### src/rtl/trigger_ctrl.sv
// Trigger controller for the ADC capture path: level crossing with hysteresis,
// slope select, monotonic run qualifier, holdoff and auto/normal/single modes.
module trigger_ctrl #(
    parameter int DW     = 8,
    parameter int RUN    = 3,
    parameter int HOLD_W = 16,
    parameter int AUTO_W = 20
) (
    input  logic              clk_AD,
    input  logic              rst,
    input  logic [DW-1:0]     trigger_DI,
    input  logic [DW-1:0]     level,
    input  logic [DW-1:0]     hyst,
    input  logic              slope,
    input  logic [1:0]        mode,
    input  logic              arm,
    input  logic [HOLD_W-1:0] holdoff,
    input  logic [AUTO_W-1:0] auto_timeout,
    output logic              trigger,
    output logic              trig_auto,
    output logic              armed
);

    localparam int FILL_W = $clog2(RUN + 2);
    localparam logic [FILL_W-1:0] FILL_MAX = FILL_W'(RUN + 1);
    localparam logic [DW:0] SAMPLE_MAX = {1'b0, {DW{1'b1}}};
    localparam logic [1:0] MODE_AUTO = 2'b00;
    localparam logic [1:0] MODE_SINGLE = 2'b10;
    localparam logic [1:0] MODE_OFF = 2'b11;

    typedef enum logic [2:0] {
        S_IDLE,
        S_ARMED,
        S_PRIMED,
        S_HOLDOFF,
        S_DONE
    } state_t;

    state_t              r_state;
    state_t              w_next;
    logic [DW-1:0]       r_s [0:RUN];
    logic [FILL_W-1:0]   r_fill;
    logic [HOLD_W-1:0]   r_hold;
    logic [AUTO_W-1:0]   r_auto;

    logic [DW:0]         w_sum;
    logic [DW:0]         w_lo;
    logic [DW:0]         w_hi;
    logic                w_full;
    logic                w_rise_mono;
    logic                w_fall_mono;
    logic                w_prime;
    logic                w_fire;
    logic                w_auto_hit;
    logic                w_trig;
    logic                w_auto_fire;
    logic                w_waiting;
    logic                w_next_waiting;

    always_ff @(posedge clk_AD or posedge rst) begin
        if (rst) begin
            for (int i = 0; i <= RUN; i++) begin
                r_s[i] <= '0;
            end
            r_fill <= '0;
        end else begin
            r_s[0] <= trigger_DI;
            for (int i = 1; i <= RUN; i++) begin
                r_s[i] <= r_s[i-1];
            end
            if (r_fill != FILL_MAX) begin
                r_fill <= r_fill + FILL_W'(1);
            end
        end
    end

    assign w_full = (r_fill == FILL_MAX);

    // Thresholds are one bit wider so the band saturates instead of wrapping
    assign w_sum = {1'b0, level} + {1'b0, hyst};
    assign w_hi  = (w_sum > SAMPLE_MAX) ? SAMPLE_MAX : w_sum;
    assign w_lo  = (hyst > level) ? '0 : ({1'b0, level} - {1'b0, hyst});

    always_comb begin
        w_rise_mono = 1'b1;
        w_fall_mono = 1'b1;
        for (int i = 0; i < RUN; i++) begin
            if (r_s[i] < r_s[i+1]) begin
                w_rise_mono = 1'b0;
            end
            if (r_s[i] > r_s[i+1]) begin
                w_fall_mono = 1'b0;
            end
        end
    end

    always_comb begin
        w_prime = 1'b0;
        w_fire  = 1'b0;
        if (w_full) begin
            if (slope) begin
                w_prime = ({1'b0, r_s[0]} >= w_hi);
                w_fire  = (r_s[0] <= level) && w_fall_mono;
            end else begin
                w_prime = ({1'b0, r_s[0]} <= w_lo);
                w_fire  = (r_s[0] >= level) && w_rise_mono;
            end
        end
    end

    assign w_auto_hit = (mode == MODE_AUTO) && (auto_timeout != '0) && (r_auto == auto_timeout);

    always_comb begin
        w_next      = r_state;
        w_trig      = 1'b0;
        w_auto_fire = 1'b0;
        if (mode == MODE_OFF) begin
            w_next = S_IDLE;
        end else begin
            case (r_state)
                S_IDLE: begin
                    w_next = S_ARMED;
                end
                S_ARMED: begin
                    if (w_auto_hit) begin
                        w_next      = S_HOLDOFF;
                        w_trig      = 1'b1;
                        w_auto_fire = 1'b1;
                    end else if (w_prime) begin
                        w_next = S_PRIMED;
                    end
                end
                S_PRIMED: begin
                    if (w_fire) begin
                        w_next = S_HOLDOFF;
                        w_trig = 1'b1;
                    end else if (w_auto_hit) begin
                        w_next      = S_HOLDOFF;
                        w_trig      = 1'b1;
                        w_auto_fire = 1'b1;
                    end
                end
                S_HOLDOFF: begin
                    if (r_hold == '0) begin
                        w_next = (mode == MODE_SINGLE) ? S_DONE : S_ARMED;
                    end
                end
                S_DONE: begin
                    if (arm) begin
                        w_next = S_ARMED;
                    end
                end
                default: begin
                    w_next = S_IDLE;
                end
            endcase
        end
    end

    assign w_waiting      = (r_state == S_ARMED) || (r_state == S_PRIMED);
    assign w_next_waiting = (w_next == S_ARMED) || (w_next == S_PRIMED);

    always_ff @(posedge clk_AD or posedge rst) begin
        if (rst) begin
            r_state   <= S_IDLE;
            trigger   <= 1'b0;
            trig_auto <= 1'b0;
            armed     <= 1'b0;
        end else begin
            r_state   <= w_next;
            trigger   <= w_trig;
            trig_auto <= w_auto_fire;
            armed     <= w_next_waiting;
        end
    end

    // Auto counter only runs while staying inside ARMED/PRIMED, so entry clears it
    always_ff @(posedge clk_AD or posedge rst) begin
        if (rst) begin
            r_auto <= '0;
            r_hold <= '0;
        end else begin
            if (w_waiting && w_next_waiting) begin
                if (r_auto != {AUTO_W{1'b1}}) begin
                    r_auto <= r_auto + AUTO_W'(1);
                end
            end else begin
                r_auto <= '0;
            end
            if (w_trig) begin
                r_hold <= holdoff;
            end else if ((r_state == S_HOLDOFF) && (r_hold != '0)) begin
                r_hold <= r_hold - HOLD_W'(1);
            end
        end
    end

endmodule

### config.mk
export PLATFORM = sky130hd
export DESIGN_NAME = trigger_ctrl
export DESIGN_NICKNAME = d
export VERILOG_FILES = /design/src/rtl/trigger_ctrl.sv
export SDC_FILE = /design/constraint.sdc
export NUM_CORES = 1
export LEC_CHECK = 0
export CORE_AREA = 4 4 180 112
export DETAILED_ROUTE_END_ITERATION = 6
export DIE_AREA = 0 0 184 116
export GPL_ROUTABILITY_DRIVEN = 0
export PLACE_DENSITY = 0.6
export SLEW_MARGIN = 20
export SYNTH_ARGS = -nofsm -noshare
export SYNTH_HDL_FRONTEND = slang
export SYNTH_SLANG_ARGS = --single-unit
### constraint.sdc
create_clock -name clk_AD -period 6.26 [get_ports clk_AD]
set_input_delay 1.252 -clock clk_AD [delete_from_list [all_inputs] [get_ports clk_AD]]
set_output_delay 1.252 -clock clk_AD [all_outputs]
set_load 0.02 [all_outputs]
Word level (Yosys, flattened, before mapping):

Index checks and enable logic that the tools add are counted.

* $add $sub $neg: 5
* multipliers: 0
* divide/modulo/power cells: 0
* $lt $le $gt $ge: 12
* eq/ne operators: 13
* shift operators: 0
* mux-type cells: 32
* bitwise operators: 0
* reductions and logical operators: 14

Operators with widths (count)
* 2-to-1 mux 20 bit: 2
* > comparator 8 bit: 4
* 2-to-1 mux 16 bit: 2
* less-than comparator 8 bit: 3
* 2-to-1 mux 3 bit: 8
* adder 20 x 1 -> 20 bit, second input constant: 1
* == test 20 bit: 1
* != test 20 bit, second input constant: 1
* nonzero test 20 bit: 1
* 2-to-1 mux 9 bit: 2
* zero test 16 bit: 1
* nonzero test 16 bit: 1
* subtractor 16 x 1 -> 16 bit, second input constant: 1
* 2-to-1 mux 1 bit: 15
* one-hot mux 3 bit (5 select lines): 1
* adder 8 x 8 -> 9 bit: 1
* == test 3 x 2 -> 1 bit, second input constant: 3
* >= comparator 8 x 9 -> 1 bit: 1
* > comparator 9 x 8 -> 1 bit, second input constant: 1
* <= comparator 8 x 9 -> 1 bit: 1
* subtractor 8 x 8 -> 9 bit: 1
* >= comparator 8 bit: 1
* <= comparator 8 bit: 1
* == test 3 x 1 -> 1 bit, second input constant: 2
* other kinds (11): 20

* bits in registers: 77
* bits in latches: 0
* memory bits (writable): 0
* memory bits (read-only): 0
* memories kept: 0

Longest topological paths before layout:

* depth in word-level cells: 14
* mapped depth: 23
* gate-level depth less buffers: 21

Least setup slack after synthesis:

Ideal clock, no wire load.

* path kind: input port to flip-flop
* from: input level[0]
* to: register r_auto[2]
* library setup time: 80 ps
* arrival time: 5023 ps
* slack: 1156 ps
* cell stages on the path: 21
* path buffers: 1
* path through: ha_1 fa_1 nor2b_1 o21ai_0 a21oi_1 o21bai_1 a21oi_1 nor2_1 o21bai_1 inv_1 nand2_1 ha_1 nand2b_1 a2111oi_0 o21bai_1 a21oi_1 a211oi_1 o311ai_0 o221ai_2 buf_6 nor3_2

* word-level cells in the longest chain between the ends: 14
* elaborated cells between the ends (all ways): 27
* classes of those cells: add/sub: 2; order compare: 6; eq/ne: 3; mux: 12; reduce/logical: 4

Ends and longest elaborated chain
* from (decl): RTL line 12 `input logic [DW-1:0] level,`
* adder 8 x 8 -> 9 bit: RTL line 80 `assign w_sum = {1'b0, level} + {1'b0, hyst};`
* > comparator 9 x 8 -> 1 bit: RTL line 81 `assign w_hi = (w_sum > SAMPLE_MAX) ? SAMPLE_MAX : w_sum;`
* 2-to-1 mux 9 bit: RTL line 81
* >= comparator 8 x 9 -> 1 bit: RTL line 102 `w_prime = ({1'b0, r_s[0]} >= w_hi);`
* 2-to-1 mux 1 bit: RTL line 101 `if (slope) begin`
* 2-to-1 mux 1 bit: RTL line 100 `if (w_full) begin`
* 2-to-1 mux 3 bit: RTL line 129 `end else if (w_prime) begin`
* 2-to-1 mux 3 bit: RTL line 125 `if (w_auto_hit) begin`
* one-hot mux 3 bit (5 select lines) *: RTL line 120 `case (r_state)`
* 2-to-1 mux 3 bit *: RTL line 117 `if (mode == MODE_OFF) begin`
* == test 3 x 1 -> 1 bit / == test 3 x 2 -> 1 bit (equally long branches): RTL line 161 `assign w_next_waiting = (w_next == S_ARMED) || (w_next == S_PRIMED);`
* logical OR 1 bit *: RTL line 161
* logical AND 1 bit *: RTL line 183 `if (w_waiting && w_next_waiting) begin`
* != test 2 x 1 -> 1 bit (no line) / 2-to-1 mux 20 bit (equally long branches)
* to (signal assigned): RTL line 185 `r_auto <= r_auto + AUTO_W'(1);`
* to (decl): RTL line 44 `logic [AUTO_W-1:0] r_auto;`

Mark *: on every way between the ends. The rest lies on a longest branch, timed or not.
A chain may end at the register's enable or synchronous reset.

Final worst setup path:

* from: input level[0]
* to: register r_auto[9]

The elaborated chain is that of the path after synthesis.

==> impl_metrics.tcl <==
set metrics [dict create \
    crit_path_end_kind "flop" \
    cts.hold.buffers_added 0 \
    synth_fa_ha_area_frac 0.1633 \
    gr-usage-all-layers 0.1256 \
    ios 69 \
    rsz0062_at_grt "false" \
    clock_skew_ns 0.006657 \
    drive_gt1_frac 0.05082 \
    worstReg2RegEnd "r_hold[5]" \
    synth_async_sr_flop_share 1.000 \
    setup_viol 0 \
    p_per_area_nw_per_um2 253.1 \
    crit_path_start_kind "input pin" \
    clock-sinks 77 \
    rr_startpoint "r_s[25]" \
    cp_slowest_cell "clkdlybuf4s50_1" \
    worstMarginPinSlew_ns 0.7308 \
    start_util 0.2927 \
    tritoncts "done" \
    path_delay_family "compound AO/OA/AOI/OAI gates" \
    portBuffers 68 \
    syn_avg_cell_area_sq_um 9.186 \
    ys_seq_area_frac 0.3531 \
    num_rows 39 \
    syn2layout_area_growth_pct 23.21 \
    synth_cells 594 \
    n_antenna_cell 0 \
    drtPass1Iterations 5 \
    crit_chain "clkdlybuf4s50_1 -> ha_1 -> fa_1 -> nor2b_1 -> o21ai_0 -> a21oi_1 -> o21bai_1 -> a21oi_1 -> nor2_1 -> o21bai_1 -> inv_1 -> nand2_1 -> ha_1 -> nand2b_1 -> a2111oi_1 -> o21bai_1 -> a21oi_1 -> a211oi_1 -> a211oi_1 -> a311oi_2 -> o221ai_4 -> buf_4 -> nor2_1" \
    max_stage_delay_ns 0.45 \
    final_cell_mix "dfrtp_1 (77), ha_1 (68), clkdlybuf4s50_1 (68)" \
    layout_commonest_cell "dfrtp_1" \
    via_per_inst 4.780 \
    period_minus_slack_ns 5.730 \
    ys_warn_count 0 \
    ir_worst_vdd_uv 147.5 \
    worstSkewPairLatency_ns 0.32 \
    synth-edff-count 0 \
    fin_nets 802 \
    overflow 0 \
    synthFlopType "dfrtp_1" \
    detail-route-antenna-nets 0 \
    core_sq_um 18640 \
    cts.reportedPaths.clkPinSlew_ns 0.05 \
    hold_viol 0 \
    drt-initial-drc-count 352 \
    drv_slew 0 \
    synthMuxAreaShare 0.02224 \
    grt_start_max_net_pins 78 \
    syn_nets 730 \
    crit_type "input pin to flop" \
    maxCapViolCount 0 \
    synth.ff_latch_count 77 \
    synth_xor_area_frac 0.08828 \
    status "finished clean" \
    whs_endpoint "r_s[16]" \
    synthSimpleGateAreaFrac 0.1997 \
    cts_buffers 9 \
    dieArea_sq_um 21340 \
    synth_top_family_by_area "simple AND/OR/NAND/NOR gates" \
    wl_per_cell_um 14.20 \
    die_x_um 184 \
    critPathMaxFanout 11 \
    antenna_found_initial 0 \
    period_share 0.9154 \
    htree_levels 3 \
    wirelength_mm 12.99 \
    cts_buffer_depth 2 \
    path_buf_inv 3 \
    critPathArrivalTime_ns 5.94 \
    cts_root_buf "clkbuf_16" \
    slew_headroom 0.5128 \
    drc 0 \
    dp_hpwl_mm 10.34 \
    worstHoldPathCells 0 \
    die_h_um 116 \
    hold_class "flop to flop" \
    synth_cell_type_count 56 \
    grt_pass1_wl_mm 21.51 \
    worstPathRequired_ns 6.47 \
    synth-compound-area-share 0.1241 \
    num_vias 4374 \
    hp-start "r_s[24]" \
    fmax_mhz 174.5 \
    fin_util 0.3607 \
    r2r_setup_slack_ns 2.72 \
    rr_worst_depth 10 \
    grt_pass1_vias 4110 \
    post_cts_buffers 0 \
    p_leak_nw 3.003 \
    synth_area_sq_um 5456 \
    setup_tns_ns 0 \
]
layer usage:
metal	share of wire	routed length, um	up-vias	track usage
met3	0.049	637	4	0.02823
met5	0	0	-	0
li1	-	-	2223	-
met1	0.57	7436	2037	0.2113
met4	0.0046	60	0	0.02068
met2	0.37	4858	110	0.1589
power by group:
group          internal [mW]  leakage, nW  total, mW  switching, mW
registers              0.571        0.965      0.644         0.0732
logic                  0.265         1.90      0.558          0.293
clock network          0.315        0.139      0.500          0.185
total                   1.15         3.00       1.70          0.551
worst register-to-register path, stage by stage, from the launching register on:
cell     delay, ns
dfrtp_1       0.46
ha_1          0.33
nor2b_1       0.14
o31ai_1       0.28
a21oi_1       0.12
o22a_1        0.17
or4_1         0.54
o21a_1        0.16
o21ai_1       0.56
buf_4         0.33
mux2_2        0.35
cell usage after synthesis (all sizes together), types with 2 or more instances:
| cell type | number | share of area |
|---|---|---|
| a211o | 2 | 0.0032 |
| a211oi | 4 | 0.0055 |
| a21o | 3 | 0.0041 |
| a21oi | 28 | 0.026 |
| a221o | 5 | 0.0092 |
| a22o | 4 | 0.0064 |
| a31oi | 2 | 0.0023 |
| and2 | 3 | 0.0034 |
| and3 | 14 | 0.016 |
| and4 | 3 | 0.0048 |
| buf | 3 | 0.0039 |
| clkbuf | 8 | 0.0055 |
| dfrtp | 77 | 0.35 |
| fa | 2 | 0.0073 |
| ha | 68 | 0.16 |
| inv | 58 | 0.040 |
| mux2 | 9 | 0.019 |
| mux2i | 2 | 0.0037 |
| nand2 | 41 | 0.028 |
| nand2b | 7 | 0.0080 |
| nand3 | 12 | 0.011 |
| nand3b | 3 | 0.0041 |
| nand4 | 18 | 0.021 |
| nor2 | 63 | 0.043 |
| nor2b | 8 | 0.0092 |
| nor3 | 10 | 0.010 |
| nor4 | 9 | 0.013 |
| o2111ai | 2 | 0.0032 |
| o211ai | 3 | 0.0041 |
| o21a | 10 | 0.014 |
| o21ai | 22 | 0.020 |
| o21bai | 6 | 0.0083 |
| o221ai | 2 | 0.0044 |
| o22a | 2 | 0.0032 |
| or3 | 5 | 0.0057 |
| or3b | 2 | 0.0032 |
| or4 | 8 | 0.012 |
| xnor2 | 28 | 0.045 |
| xor2 | 27 | 0.043 |
cell families after synthesis:
family                     after synthesis
adders and majority gates               70
xor gates and xnor gates                55
DFF                                     77
AOI/OAI and AO/OA                      101
buffers and inverters                   69
and+or+nand+nor                        211
muxes                                   11
how the worst max path moves through the flow:
stage,startpoint,to,slack [ns],cells past startpoint
finish,level[0],r_auto[9],0.53,23
global route,level[0],r_auto[13],0.03,23
CTS,level[0],r_auto[9],0.43,23
detailed placement,level[0],r_auto[13],0.12,23
global placement,level[0],r_auto[12],0.24,23
floorplan,level[0],r_auto[2],1.16,21
what timing repair did:
action / 4_1_cts / 5_1_grt
hold endpoints to repair: 0 / 0
resized for setup: 0 / 2
endpoints found under the setup margin: 0 / 10
registers in the layout, indices dropped and copies added (netlist names):
signal / flops
r_state: 3
r_s: 32
trigger: 1
r_hold: 16
armed: 1
r_fill: 3
trig_auto: 1
r_auto: 20
area by class of cell:
cell class / instances / area [sq um]
clock buffers: 12 / 246.5
inverters: 58 / 219.0
clock inverters: 2 / 35.03
repair buffers: 72 / 714.4
well taps: 246 / 307.8
fillers: 1904 / 11920
flip-flops and latches: 77 / 1927
multi-input cells: 448 / 3273
per-stage QoR:
stage                     power, mW  setup WS [ns]  cell area (sq um)  cells  hold WS (ns)
after CTS                     1.710         0.4262               6706    915        0.3975
after global placement        1.194         0.2353               6425    901        0.3837
after floorplan               1.033          1.156               5456    594        0.3537
after global routing          1.829        0.02871               6723    915        0.4124
after detailed placement      1.194         0.1170               6425    901        0.3717
final                         1.702         0.5297               6723    915        0.3997
Power figures use the tool's default switching activity.
